`config.mk`:
```
export PLATFORM = sky130hd
export DESIGN_NAME = serial_subtractor32
export DESIGN_NICKNAME = d
export VERILOG_FILES = /design/src/rtl/serial_subtractor32.sv
export SDC_FILE = /design/constraint.sdc
export NUM_CORES = 1
export LEC_CHECK = 0
export ABC_AREA = 1
export BUFFER_PORTS_ARGS = -buffer_cell sky130_fd_sc_hd__buf_4
export CORE_MARGIN = 3
export CORE_UTILIZATION = 30
export CTS_BUF_LIST = sky130_fd_sc_hd__clkbuf_16
export DETAILED_ROUTE_END_ITERATION = 8
export PLACE_DENSITY = 0.58
export SLEW_MARGIN = 20
export SYNTH_ARGS = -nofsm -noshare
export SYNTH_HDL_FRONTEND = slang
export SYNTH_SLANG_ARGS = --single-unit
```
`constraint.sdc`:
```
create_clock -name clk_i -period 3.2 [get_ports clk_i]
set_input_delay 0.16 -clock clk_i [delete_from_list [all_inputs] [get_ports clk_i]]
set_output_delay 0.16 -clock clk_i [all_outputs]
set_load 0.01 [all_outputs]
```
`src/rtl/serial_subtractor32.sv`:
```
// 32-bit subtractor that walks one nibble per cycle; result valid 8 cycles after acceptance.
// Result is held in DONE until ready_i; no new request is taken until the FSM is back in IDLE.
module serial_subtractor32 (
    input  logic        clk_i,
    input  logic        rst_ni,
    input  logic        valid_i,
    output logic        ready_o,
    input  logic [31:0] a_i,
    input  logic [31:0] b_i,
    input  logic        borrow_i,
    output logic [31:0] diff_o,
    output logic        borrow_o,
    output logic        overflow_o,
    output logic        zero_o,
    output logic        valid_o,
    input  logic        ready_i
);

    typedef enum logic [1:0] {IDLE, BUSY, DONE} state_t;

    state_t      state_q, state_d;
    logic [2:0]  cnt_q, cnt_d;
    logic [31:0] a_q, a_d;
    logic [31:0] b_q, b_d;
    logic [31:0] diff_q, diff_d;
    logic        borrow_q, borrow_d;
    logic        overflow_q, overflow_d;
    logic        zero_q, zero_d;

    logic [4:0]  nib_sel;
    logic [4:0]  nib_res;
    logic [31:0] diff_upd;

    always_comb begin
        nib_sel  = {cnt_q, 2'b00};
        // bit 4 of the 5-bit difference is the nibble's borrow-out
        nib_res  = {1'b0, a_q[nib_sel +: 4]} - {1'b0, b_q[nib_sel +: 4]} - {4'b0000, borrow_q};
        diff_upd = diff_q;
        diff_upd[nib_sel +: 4] = nib_res[3:0];

        state_d    = state_q;
        cnt_d      = cnt_q;
        a_d        = a_q;
        b_d        = b_q;
        diff_d     = diff_q;
        borrow_d   = borrow_q;
        overflow_d = overflow_q;
        zero_d     = zero_q;

        case (state_q)
            IDLE: begin
                if (valid_i) begin
                    a_d      = a_i;
                    b_d      = b_i;
                    borrow_d = borrow_i;
                    diff_d   = 32'h0;
                    cnt_d    = 3'd0;
                    state_d  = BUSY;
                end
            end
            BUSY: begin
                diff_d   = diff_upd;
                borrow_d = nib_res[4];
                cnt_d    = cnt_q + 3'd1;
                if (cnt_q == 3'd7) begin
                    // flags are captured once, from the completed difference
                    overflow_d = (a_q[31] != b_q[31]) && (diff_upd[31] != a_q[31]);
                    zero_d     = (diff_upd == 32'h0);
                    state_d    = DONE;
                end
            end
            DONE: begin
                if (ready_i) begin
                    state_d = IDLE;
                end
            end
            default: state_d = IDLE;
        endcase
    end

    always_ff @(posedge clk_i or negedge rst_ni) begin
        if (!rst_ni) begin
            state_q    <= IDLE;
            cnt_q      <= 3'd0;
            a_q        <= 32'h0;
            b_q        <= 32'h0;
            diff_q     <= 32'h0;
            borrow_q   <= 1'b0;
            overflow_q <= 1'b0;
            zero_q     <= 1'b0;
        end else begin
            state_q    <= state_d;
            cnt_q      <= cnt_d;
            a_q        <= a_d;
            b_q        <= b_d;
            diff_q     <= diff_d;
            borrow_q   <= borrow_d;
            overflow_q <= overflow_d;
            zero_q     <= zero_d;
        end
    end

    assign ready_o    = (state_q == IDLE);
    assign valid_o    = (state_q == DONE);
    assign diff_o     = diff_q;
    assign borrow_o   = borrow_q;
    assign overflow_o = overflow_q;
    assign zero_o     = zero_q;

endmodule

```
[Yosys cells after proc, flatten, opt, wreduce, memory -nomap -nowiden]
Index checks and enable logic that the tools add are counted.
Cells by class
  mux-type cells: 11
  reduce and logical (&&, ||, !) cells: 8
  add/subtract/negate cells: 4
  shift operators: 4
  equal/unequal tests: 8
Operator list (number)
  $pmux W32 S2: 1
  $shiftx A32 B6 Y4: 2
  $bwmux W32: 1
  $logic_not A32 Y1: 1
  $mux W32: 1
  $shift A4 B7 Y32 const A: 1
  $shiftx A4 B7 Y32: 1
  $neg A5 Y7: 1
  $mux W2: 3
  $pmux W2 S3: 1
  $pmux W3 S2: 1
  $reduce_and A2 Y1: 3
  $sub A4 B4 Y5: 1
  $sub A5 B1 Y5: 1
  $ne A2 B2 Y1 const B: 2
  $add A3 B1 Y3 const B: 1
  $eq A3 B3 Y1 const B: 1
  $mux W3: 1
  $reduce_and A3 Y1: 1
  $eq A2 B1 Y1 const B: 1
  $eq A2 B2 Y1 const B: 1
  $logic_not A2 Y1: 1
  $ne A1 B1 Y1: 2
  $ne A2 B1 Y1 const B: 1
  other kinds (4): 4
Storage, ports and cells
  input port bits: 69
  register bits: 104
  word-level logic and storage cells: 43

[Longest topological paths before layout]
Gate-level depths: netlist of the first run.
  word-level depth: 7
  gate-level depth with buffers: 25

[Least setup slack after synthesis of the first run]
OpenSTA, ideal clock, no wires.
  path kind: register -> register
  from: register cnt_q[0]
  to: register zero_q (netlist: zero_o)
  path buffers: 3
  arrival time: 3.430 ns
  cell stages (with the launch flop): 25
  required time: 3.135 ns
  slack: -0.294 ns
  cell sequence: dfrtp_1 > buf_6 > inv_4 > clkbuf_1 > clkbuf_1 > nor2_1 > o221ai_1 > o21ai_0 > fa_1 > fa_1 > nand2_1 > inv_1 > nand3_1 > nand2_1 > nand2_1 > nand2_1 > nor2_1 > nand2_1 > nor2_1 > nand3_1 > nor2_1 > nand3_1 > nor2_1 > nand2_1 > nand2_1
On the way
  word-level cells in the longest chain between the ends: 6
  elaborated cells on any way between the ends: 11
RTL lines
  start: declaration: RTL line 22  | logic [2:0] cnt_q, cnt_d;
  start signal: assignment: RTL line 93  | cnt_q <= cnt_d;
  $shiftx A32 B6 Y4: RTL line 37  | nib_res = {1'b0, a_q[nib_sel +: 4]} - {1'b0, b_q[nib_sel +: 4]} - {4'b0000, borrow_q};
  $sub A4 B4 Y5: RTL line 37
  $sub A5 B1 Y5: RTL line 37
  $shiftx A4 B7 Y32: RTL line 39  | diff_upd[nib_sel +: 4] = nib_res[3:0];
  $bwmux W32: RTL line 39
  $logic_not A32 Y1: RTL line 68  | zero_d = (diff_upd == 32'h0);
  end signal: assignment: RTL line 99  | zero_q <= zero_d;
  end: declaration: RTL line 28  | logic zero_q, zero_d;
Parallel ways exist; a longest one is shown, timed or not.
A chain may end at the register's enable or synchronous reset.

[Worst setup path after layout of the first run]
Same ends and word-level chain as after synthesis.

==> results of run 1 <==
final cells by class:
cell class	count	area (µm²)	share of cell area [%]
Sequential cell	104	2605	36.23
Multi-Input combinational cell	521	2464	34.27
Timing Repair Buffer	164	1324	18.41
Tap cell	225	281.5	3.916
Clock buffer	9	225.2	3.133
Inverter	45	181.4	2.523
Clock inverter	6	108.9	1.514
power breakdown:
| part | internal (W) | total (W) | switching [W] | leakage [nW] |
|---|---|---|---|---|
| Clock | 0.000758 | 0.00125 | 0.000496 | 0.155 |
| Combinational | 0.00178 | 0.00461 | 0.00283 | 2.24 |
| Sequential | 0.00189 | 0.00231 | 0.000421 | 1.32 |
metal layers:
metal  GRT usage (%)  vias up  share of wire [%]
met5               0        -                  0
met4           5.098        0                1.9
met3           3.196       22                5.3
met2           26.01      154                 46
met1           22.88     2363                 46
li1                -     2543                  -
kinds of logic after synthesis:
logic type	Yosys count
adder cells (fa/ha/maj)	13
AND/OR/NAND/NOR	402
XOR/XNOR	1
buffers and inverters	76
flip-flops	104
AO/OA/AOI/OAI	105
registers in the layout (all words and copies together), names as in the netlist:
| name | flops |
|---|---|
| cnt_q | 3 |
| state_q | 2 |
| a_q | 32 |
| diff_o | 32 |
| zero_o | 1 |
| borrow_o | 1 |
| overflow_o | 1 |
| b_q | 32 |
worst max-delay path: stages (launching register included):
cell	delay [ps]
dfrtp_2	430
buf_6	130
o21ai_2	50
o221ai_1	190
o21ai_1	140
fa_2	440
fa_1	490
nand2_2	140
inv_2	60
nand2_1	90
nand2_1	60
nand2_1	90
nand2_1	60
nor2_1	80
nand2_1	60
nor2_1	90
nand3_1	60
nor2_1	90
nand3_1	70
nor2_1	110
nand2_1	60
nand2_1	60
synthesized netlist by cell type:
cell type  count
o21ai_1        4
nand3_2        2
nand2_4        1
o211ai_1       1
clkbuf_1      26
fa_1           2
nand3_1       21
o31ai_1        1
nor3_1         2
buf_2          1
xor2_1         1
buf_1          2
o21ai_0       54
buf_6          2
ha_1          11
inv_4          3
o22ai_1       23
nor2_1        59
nand4_1        4
inv_2          5
nand2_2        2
o221ai_1       4
nor2_4         1
a22o_1        11
nand3_4        1
a32o_1         1
nor2_2         5
a31oi_1        3
clkinv_1       2
nand2_1      304
a21oi_1        3
inv_1         35
dfrtp_1      104
stage by stage:
stage                     instances  setup slack, ps  total power, W
final                          1074            91.26        0.008175
after global routing           1074           -121.2        0.008944
after CTS                      1069            45.57        0.008033
after detailed placement       1024            76.38        0.006726
after global placement         1024            96.15        0.006667
after floorplan                 701            14.45        0.005156
what timing repair did:
item                                    CTS  global route
endpoints found under the hold margin    76             0
hold buffers                             30             0
gates resized for setup                   0            25
endpoints found under the setup margin    0             1
setup buffers                             0             5
how the worst max path moves through the flow:
stage,from,end,slack [ps],cells past startpoint
finish,cnt_q[0],zero_o,90,21
global route,cnt_q[0],zero_o,-120,21
CTS,cnt_q[0],zero_o,50,19
detailed placement,cnt_q[0],zero_o,80,19
global placement,cnt_q[0],zero_o,100,19
floorplan,cnt_q[0],zero_o,10,24
==> run metrics, run 1 <==
Setup Total Neg Slack 0 ps; Bufs on Longest Clock Path 2; Die Width 139.3 µm; top cells by area, synth dfrtp_1 49%, nand2_1 21%, o21ai_0 5.1%; Critical Path AT 3400 ps; Worst Setup Start Kind flip-flop; most used cells in the layout excluding fill and tap cells 301 x nand2_1, 130 x buf_4, 102 x dfrtp_1, 56 x nor2_1, 47 x o21ai_0; # fillers 1783; Crit. End Element flip-flop; Period minus WS final 3109 ps; Final #Nets 927; 1st-iter DRT viols 355; area grow syn2layout 34.91%; Yosys warning total 0; endpoint of the worst hold-timing path a_q[13]; finished layout cell area 7189 µm²; Hold Violations, Final 0; wire per inst 14.64 µm; mux cell area share after synthesis 0%; Routed WL 15.73 mm; top-area cell type share of the netlist area 48.84%; Routed Antenna Nets 0; Hold Path Origin a_i[13]; post-synthesis cell area 5329 µm²; outcome complete, no violations; H-tree depth reported by CTS 3; global-route wire length before repair 25.86 mm; dpl hpwl 11.74 mm; # port buffers 105; largest family of logic cells by synthesized area simple AND/OR/NAND/NOR gates; Slew headroom 57.14%; Synth area leader dfrtp_1; fin util 41.42%; I/O pin count 106; area of the core 17360 µm²; drt via density 4.732; Synth cell types 33; worst hold margin 7.341 ps; syn_area_per_cell 7.602 µm²; Syn Nets 783; GRT Total Usage 16.45%; RR Startpoint cnt_q[0]; r2r worst-path depth 21; Residual DRC 0; placed cell areas 6464 µm²; CP Class reg -> reg; Tightest Pin Transition 642.9 ps; share of cells above drive strength 1 21.55%; vias 5082; count of final setup violators 0; CTS root buffer clkbuf_16; r2r setup slk 90 ps; Seq cells post-synth 104; die area 19400 µm²; Max IR drop VDD 608.8 µV; RSZ-0062 raised after global routing yes; Clock Latency Late Sink 350 ps; Worst-path clk slew 70 ps; largest net degree at the start of global routing 68; register area share after synthesis 48.84%; pwr/cell area 1137 nW/µm²; Synth Area in Compound Gates 11.72%; Hold Path Cell Cnt 3; Gate Count Post-Synth 701; vias in the first global route 5010; initial antenna violation count 0; data required time of the worst path 3490 ps; total leakage power 3.719 nW; clk_skew 7.474 ps; XOR/XNOR Fraction of Synth Area 0.1644%; RD Place Congestion 0.9143; clock sinks 104; Synth Area in Adders 3.334%; drt pass-1 iters 5; GR Overflow Total 0; Critical R2R Capture zero_o; Antenna diodes 0; Starting Density 30.70%; clock tree from TritonCTS done; crit path max fanout 5; Max-Cap Viols 0; fin crit share 97.15%; commonest non-fill, non-tap cell in the layout nand2_1; Slew Limit Fails 0; Worst Hold Class in -> reg; Rows 48; area share of and/or/nand/nor cells after synthesis 30.15%; CTS buffer count 9; Die H 139.3 µm; Max Freq 321.7 MHz
Power figures use the tool's default switching activity.
==> run 2: changes to the inputs <==
--- a/config.mk
+++ b/config.mk
@@ -6,12 +6,12 @@
 export NUM_CORES = 1
 export LEC_CHECK = 0
 export ABC_AREA = 1
-export BUFFER_PORTS_ARGS = -buffer_cell sky130_fd_sc_hd__buf_4
 export CORE_MARGIN = 3
 export CORE_UTILIZATION = 30
 export CTS_BUF_LIST = sky130_fd_sc_hd__clkbuf_16
 export DETAILED_ROUTE_END_ITERATION = 8
-export PLACE_DENSITY = 0.58
+export DONT_BUFFER_PORTS = 1
+export PLACE_DENSITY = 0.53
 export SLEW_MARGIN = 20
 export SYNTH_ARGS = -nofsm -noshare
 export SYNTH_HDL_FRONTEND = slang
==> run metrics, run 2 (same netlist as run 1, synthesis figures left out) <==
crit path launch cnt_q[0] (unchanged); most used cells in the layout excluding fill and tap cells 298 x nand2_1, 103 x dfrtp_1, 66 x dlygate4sd3_1, 58 x nor2_1, 52 x o21ai_0 (was 301 x nand2_1, 130 x buf_4, 102 x dfrtp_1, 56 x nor2_1, 47 x o21ai_0); Critical Path AT 3420 ps (was 3400 ps); vias in the first global route 4823 (was 5010); Max-Cap Viols 0 (unchanged); fin crit share 97.28% (was 97.15%); CP Class reg -> reg (unchanged); Reg power frac 30.6% (was 28.3%); total leakage power 3.360 nW (was 3.719 nW); GRT Total Usage 16.48% (was 16.45%); finished layout cell area 6754 µm² (was 7189 µm²); Crit. End Element flip-flop (unchanged); RD Place Congestion 0.8770 (was 0.9143); Tightest Pin Transition 642.0 ps (was 642.9 ps); Slew headroom 57.20% (was 57.14%); Worst-path clk slew 70 ps (about the same); vias 4792 (was 5082); CTS buffer count 9 (unchanged); Hold Path Origin borrow_i (was a_i[13]); crit path max fanout 8 (was 5); clock tree from TritonCTS done (unchanged); RSZ-0062 raised after global routing yes (unchanged); clock sinks 104 (unchanged); initial antenna violation count 0 (unchanged); RR Startpoint cnt_q[0] (unchanged); Max stage delay on crit path 480 ps (was 490 ps); count of final setup violators 0 (unchanged); Worst Setup Start Kind flip-flop (unchanged); crit path cell chain buf_4 > nor2_1 > nor2_1 > o21ai_0 > a31oi_1 > fa_2 > fa_1 > nand2_1 > nand2_2 > nand4_1 > nand2_1 > o21ai_0 > nand3_1 > nor2_1 > nand3_1 > nor2_1 > nand3_1 > nor2_1 > nand2_1 > nand2_1 (was buf_6 > o21ai_2 > o221ai_1 > o21ai_1 > fa_2 > fa_1 > nand2_2 > inv_2 > nand2_1 > nand2_1 > nand2_1 > nand2_1 > nor2_1 > nand2_1 > nor2_1 > nand3_1 > nor2_1 > nand3_1 > nor2_1 > nand2_1 > nand2_1); Slowest-stage cell, CP dfrtp_2 (was fa_1); commonest non-fill, non-tap cell in the layout nand2_1 (unchanged); area of the core 17360 µm² (unchanged); Worst Hold Class in -> reg (unchanged); Die H 139.3 µm (unchanged); most used cell, CP nor2_1 (was nand2_1); CTS root buffer clkbuf_16 (unchanged); die area 19400 µm² (unchanged); Routed WL 15.77 mm (was 15.73 mm); H-tree depth reported by CTS 3 (unchanged); pwr/cell area 1163 nW/µm² (was 1137 nW/µm²); # fillers 1798 (was 1783); number of buffers and inverters on the critical path 1 (was 2); Bufs on Longest Clock Path 2 (unchanged); I/O pin count 106 (unchanged); Hold Violations, Final 0 (unchanged); area grow syn2layout 26.74% (was 34.91%); drt pass-1 iters 4 (was 5); Starting Density 30.70% (unchanged); worst hold margin 11.40 ps (was 7.341 ps); dpl hpwl 11.43 mm (was 11.74 mm); largest net degree at the start of global routing 105 (was 68); switching share of power 47.20% (was 45.80%); Antenna diodes 0 (unchanged); Max IR drop VDD 654.0 µV (was 608.8 µV); Overall Power 0.007856 W (was 0.008175 W); Residual DRC 0 (unchanged); global-route wire length before repair 25.56 mm (was 25.86 mm); placed cell areas 5708 µm² (was 6464 µm²); Routed Antenna Nets 0 (unchanged); Rows 48 (unchanged); clk_skew 10.22 ps (was 7.474 ps); data required time of the worst path 3500 ps (was 3490 ps); drt via density 4.754 (was 4.732); Slew Limit Fails 0 (unchanged); Final #Nets 860 (was 927); Clock Latency Late Sink 360 ps (was 350 ps); clock share of power 15.4% (was 15.3%); Period minus WS final 3113 ps (was 3109 ps); wire per inst 15.64 µm (was 14.64 µm); cell-internal power 0.004148 W (was 0.004431 W); Comb pwr share 54.0% (was 56.4%); GR Overflow Total 0 (unchanged); Worst path top cell family by delay simple AND/OR/NAND/NOR gates (unchanged); Die Width 139.3 µm (unchanged); 1st-iter DRT viols 310 (was 355); # port buffers 0 (was 105); switching power 0.003708 W (was 0.003745 W); Max Freq 321.2 MHz (was 321.7 MHz); share of cells above drive strength 1 9.962% (was 21.55%); outcome complete, no violations (unchanged)
## run 2: cell count changes in the layout (fill, tap and decap cells not counted), moves of 3 or more
cell / previous run / this run
buf_4: 130 / 29
dlygate4sd3_1: 30 / 66
o21ai_0: 47 / 52
nand2_1: 301 / 298
nand2_2: 5 / 8
o21ai_1: 9 / 6
## run 2: routing by layer
layer  vias up  track usage (%)  routed length, µm
met3         8            4.021                788
met4         0            3.913                138
met1      2278            21.05               7016
met5         -                0                  0
met2       103            28.24               7825
li1       2403                -                  -
## run 2: cell type report
cell class | instances | area, µm² | share of cell area, %
Clock buffer | 9 | 225.2 | 3.335
Clock inverter | 7 | 100.1 | 1.482
Inverter | 45 | 178.9 | 2.649
Multi-Input combinational cell | 521 | 2447 | 36.24
Sequential cell | 104 | 2604 | 38.55
Tap cell | 225 | 281.5 | 4.168
Timing Repair Buffer | 97 | 917.1 | 13.58
## run 2: worst paths after layout
check                        endpoint  slack (ps)  cells after the start
setup / recovery               zero_o          90                     20
hold / removal               borrow_o          10                      2
setup reg to reg               zero_o          90                     20
hold reg to reg               a_q[26]         480                      2
max in group asynchronous   diff_o[1]        2360                      2
min in group asynchronous  overflow_o         400                      2
## run 2: power groups by stage
stage / registers, W / clock network, W / logic, W
floorplan: 0.00223 / 0 / 0.00292
global route: 0.00248 / 0.00130 / 0.00485
CTS: 0.00242 / 0.00125 / 0.00415
finish: 0.00240 / 0.00121 / 0.00424
global placement: 0.00244 / 0 / 0.00400
detailed placement: 0.00244 / 0 / 0.00403
## run 2: worst register-to-register path, cell delays in order (launching register included)
cell,delay (ps)
dfrtp_2,480
buf_4,190
nor2_1,100
nor2_1,40
o21ai_0,70
a31oi_1,120
fa_2,380
fa_1,420
nand2_1,90
nand2_2,110
nand4_1,130
nand2_1,60
o21ai_0,140
nand3_1,150
nor2_1,130
nand3_1,80
nor2_1,100
nand3_1,80
nor2_1,90
nand2_1,50
nand2_1,50
## run 2: repair_timing
item | CTS | global route
resized for setup | 1 | 13
setup buffers | 0 | 0
endpoints found under the setup margin | 1 | 2
pin swaps | 0 | 1
hold buffers | 67 | 0
hold endpoints to repair | 169 | 0
## run 2: through the flow
stage                     util [%]  std cells  setup TNS (ps)  setup slack (ps)
final                        38.91       1008               0             86.89
after global routing         38.91       1008          -160.2            -160.2
after CTS                    38.73       1008               0             23.76
after detailed placement     32.89        925               0             7.520
after global placement       32.89        925               0             40.09
after floorplan                  -        701               0             14.45
==> run 3: changes to the inputs <==
--- a/config.mk
+++ b/config.mk
@@ -7,11 +7,11 @@
 export LEC_CHECK = 0
 export ABC_AREA = 1
 export CORE_MARGIN = 3
-export CORE_UTILIZATION = 30
+export CORE_UTILIZATION = 57
 export CTS_BUF_LIST = sky130_fd_sc_hd__clkbuf_16
 export DETAILED_ROUTE_END_ITERATION = 8
 export DONT_BUFFER_PORTS = 1
-export PLACE_DENSITY = 0.53
+export PLACE_DENSITY = 0.83
 export SLEW_MARGIN = 20
 export SYNTH_ARGS = -nofsm -noshare
 export SYNTH_HDL_FRONTEND = slang
==> run metrics, run 3 (same netlist as run 1, synthesis figures left out) <==
fin crit share 99.42% (was 97.28%); switching share of power 48.32% (was 47.20%); cell-internal power 0.004087 W (was 0.004148 W); clock sinks 104 (unchanged); global-route wire length before repair 25.33 mm (was 25.56 mm); Residual DRC 0 (unchanged); Sequential Area 2604 µm² (unchanged); CTS buffer count 9 (unchanged); most used cell, CP nand2_1 (was nor2_1); initial antenna violation count 0 (unchanged); largest net degree at the start of global routing 105 (unchanged); Bufs on Longest Clock Path 2 (unchanged); total leakage power 3.343 nW (was 3.360 nW); Comb pwr share 55.8% (was 54.0%); GR Overflow Total 0 (unchanged); clock tree from TritonCTS done (unchanged); Slowest-stage cell, CP fa_2 (was dfrtp_2); Reg power frac 30.2% (was 30.6%); Starting Density 59.94% (was 30.70%); r2r setup slk 20 ps (was 90 ps); r2r worst-path depth 22 (was 20); Overall Power 0.007908 W (was 0.007856 W); outcome complete, no violations (unchanged); area of the multi-input gates 2472 µm² (was 2447 µm²); GRT Total Usage 31.02% (was 16.48%); drt via density 5.804 (was 4.754); Max stage delay on crit path 520 ps (was 480 ps); data required time of the worst path 3490 ps (was 3500 ps); # port buffers 0 (unchanged); Routed WL 15.64 mm (was 15.77 mm); commonest non-fill, non-tap cell in the layout nand2_1 (unchanged); dpl hpwl 9.930 mm (was 11.43 mm); Critical R2R Capture zero_o (unchanged); placed cell areas 5532 µm² (was 5708 µm²); Worst Setup Start Kind flip-flop (unchanged); Clock Latency Late Sink 340 ps (was 360 ps); Slew Limit Fails 0 (unchanged); RD Place Congestion 0.9387 (was 0.8770); vias 5160 (was 4792); Max Freq 314.3 MHz (was 321.2 MHz); CTS root buffer clkbuf_16 (unchanged); wire per inst 17.59 µm (was 15.64 µm); vias in the first global route 5224 (was 4823); area grow syn2layout 23.62% (was 26.74%); switching power 0.003821 W (was 0.003708 W); Critical Path AT 3470 ps (was 3420 ps); RR Startpoint cnt_q[0] (unchanged); Hold Path Origin borrow_i (unchanged); Worst Hold Class in -> reg (unchanged); crit path max fanout 5 (was 8); I/O pin count 106 (unchanged); Antenna diodes 0 (unchanged); Die Width 102.7 µm (was 139.3 µm); area of the core 8891 µm² (was 17360 µm²); Routed Antenna Nets 0 (unchanged); Final #Nets 858 (was 860); Worst path top cell family by delay simple AND/OR/NAND/NOR gates (unchanged); CP Class reg -> reg (unchanged); most used cells in the layout excluding fill and tap cells 297 x nand2_1, 103 x dfrtp_1, 66 x dlygate4sd3_1, 58 x nor2_1, 48 x o21ai_0 (was 298 x nand2_1, 103 x dfrtp_1, 66 x dlygate4sd3_1, 58 x nor2_1, 52 x o21ai_0); endpoint of the worst hold-timing path borrow_o (unchanged); Max IR drop VDD 646.1 µV (was 654.0 µV); Max-Cap Viols 0 (unchanged); Crit. End Element flip-flop (unchanged); RSZ-0062 raised after global routing yes (unchanged); worst hold margin 29.14 ps (was 11.40 ps); drt pass-1 iters 5 (was 4); pwr/cell area 1200 nW/µm² (was 1163 nW/µm²); Period minus WS final 3181 ps (was 3113 ps); Hold Path Cell Cnt 2 (unchanged); Slew headroom 58.19% (was 57.20%); Worst-path clk slew 70 ps (about the same); Die H 102.7 µm (was 139.3 µm); crit path cell chain buf_6 > o21ai_2 > o22ai_1 > nor2_1 > a31oi_2 > fa_2 > fa_2 > nand2_4 > inv_2 > nand3_2 > nand2_1 > nand2_1 > nand2_1 > nor2_1 > nand2_1 > nor2_1 > nand3_1 > nor2_1 > nand3_1 > nor2_1 > nand2_1 > nand2_1 (was buf_4 > nor2_1 > nor2_1 > o21ai_0 > a31oi_1 > fa_2 > fa_1 > nand2_1 > nand2_2 > nand4_1 > nand2_1 > o21ai_0 > nand3_1 > nor2_1 > nand3_1 > nor2_1 > nand3_1 > nor2_1 > nand2_1 > nand2_1); clock share of power 14.0% (was 15.4%); finished layout cell area 6588 µm² (was 6754 µm²); 1st-iter DRT viols 288 (was 310); share of cells above drive strength 1 10.24% (was 9.962%); Hold Violations, Final 0 (unchanged); number of buffers and inverters on the critical path 2 (was 1); die area 10550 µm² (was 19400 µm²); Rows 34 (was 48); count of final setup violators 0 (unchanged); # fillers 624 (was 1798); Tightest Pin Transition 627.1 ps (was 642.0 ps); H-tree depth reported by CTS 3 (unchanged); clk_skew 9.243 ps (was 10.22 ps)
-- run 3: final cells by class --
type | count | area share (%)
clock inverter | 7 | 1.045
timing repair buffer | 95 | 13.75
multi-input combinational | 521 | 37.53
tap | 108 | 2.051
clock buffer | 9 | 3.419
sequential | 104 | 39.53
inverter | 45 | 2.678
-- run 3: what timing repair did --
action                                  CTS  global route
endpoints found under the setup margin    1             2
resized for setup                         1            22
hold buffers                             67             0
pin swaps                                 0             9
buffers inserted                          0             2
endpoints found under the hold margin   169             0
-- run 3: worst max path at each step --
stage                         from  endpoint  slack, ps  cells past startpoint
final                     cnt_q[0]    zero_o         20                     22
after CTS                 cnt_q[0]    zero_o          4                     22
after global placement    cnt_q[0]    zero_o         40                     22
after floorplan           cnt_q[0]    zero_o         10                     24
after global routing      cnt_q[0]    zero_o       -200                     22
after detailed placement  cnt_q[0]    zero_o        -20                     22
-- run 3: per-stage QoR --
step | utilization (%) | std cells | setup TNS (ps) | worst slack (ps)
after floorplan | - | 701 | 0 | 14.45
after global routing | 74.09 | 889 | -203.8 | -203.8
after global placement | 62.21 | 804 | 0 | 37.19
after detailed placement | 62.21 | 804 | -18.25 | -18.25
after CTS | 73.28 | 887 | 0 | 3.882
final | 74.09 | 889 | 0 | 18.53
-- run 3: metal layers --
| layer | up-vias | track usage [%] | routed length [µm] |
|---|---|---|---|
| li1 | 2401 | - | - |
| met1 | 2434 | 36.92 | 5983 |
| met2 | 272 | 54.77 | 7972 |
| met3 | 53 | 5.886 | 1090 |
| met4 | 0 | 13.22 | 589 |
| met5 | - | 0 | 0 |
-- run 3: power by group through the flow --
stage	Clock, W	Sequential, W	Combinational [W]
detailed placement	0	0.00239	0.00394
global placement	0	0.00238	0.00387
global route	0.00117	0.00245	0.00495
floorplan	0	0.00223	0.00292
CTS	0.00111	0.00237	0.00407
finish	0.00111	0.00239	0.00441
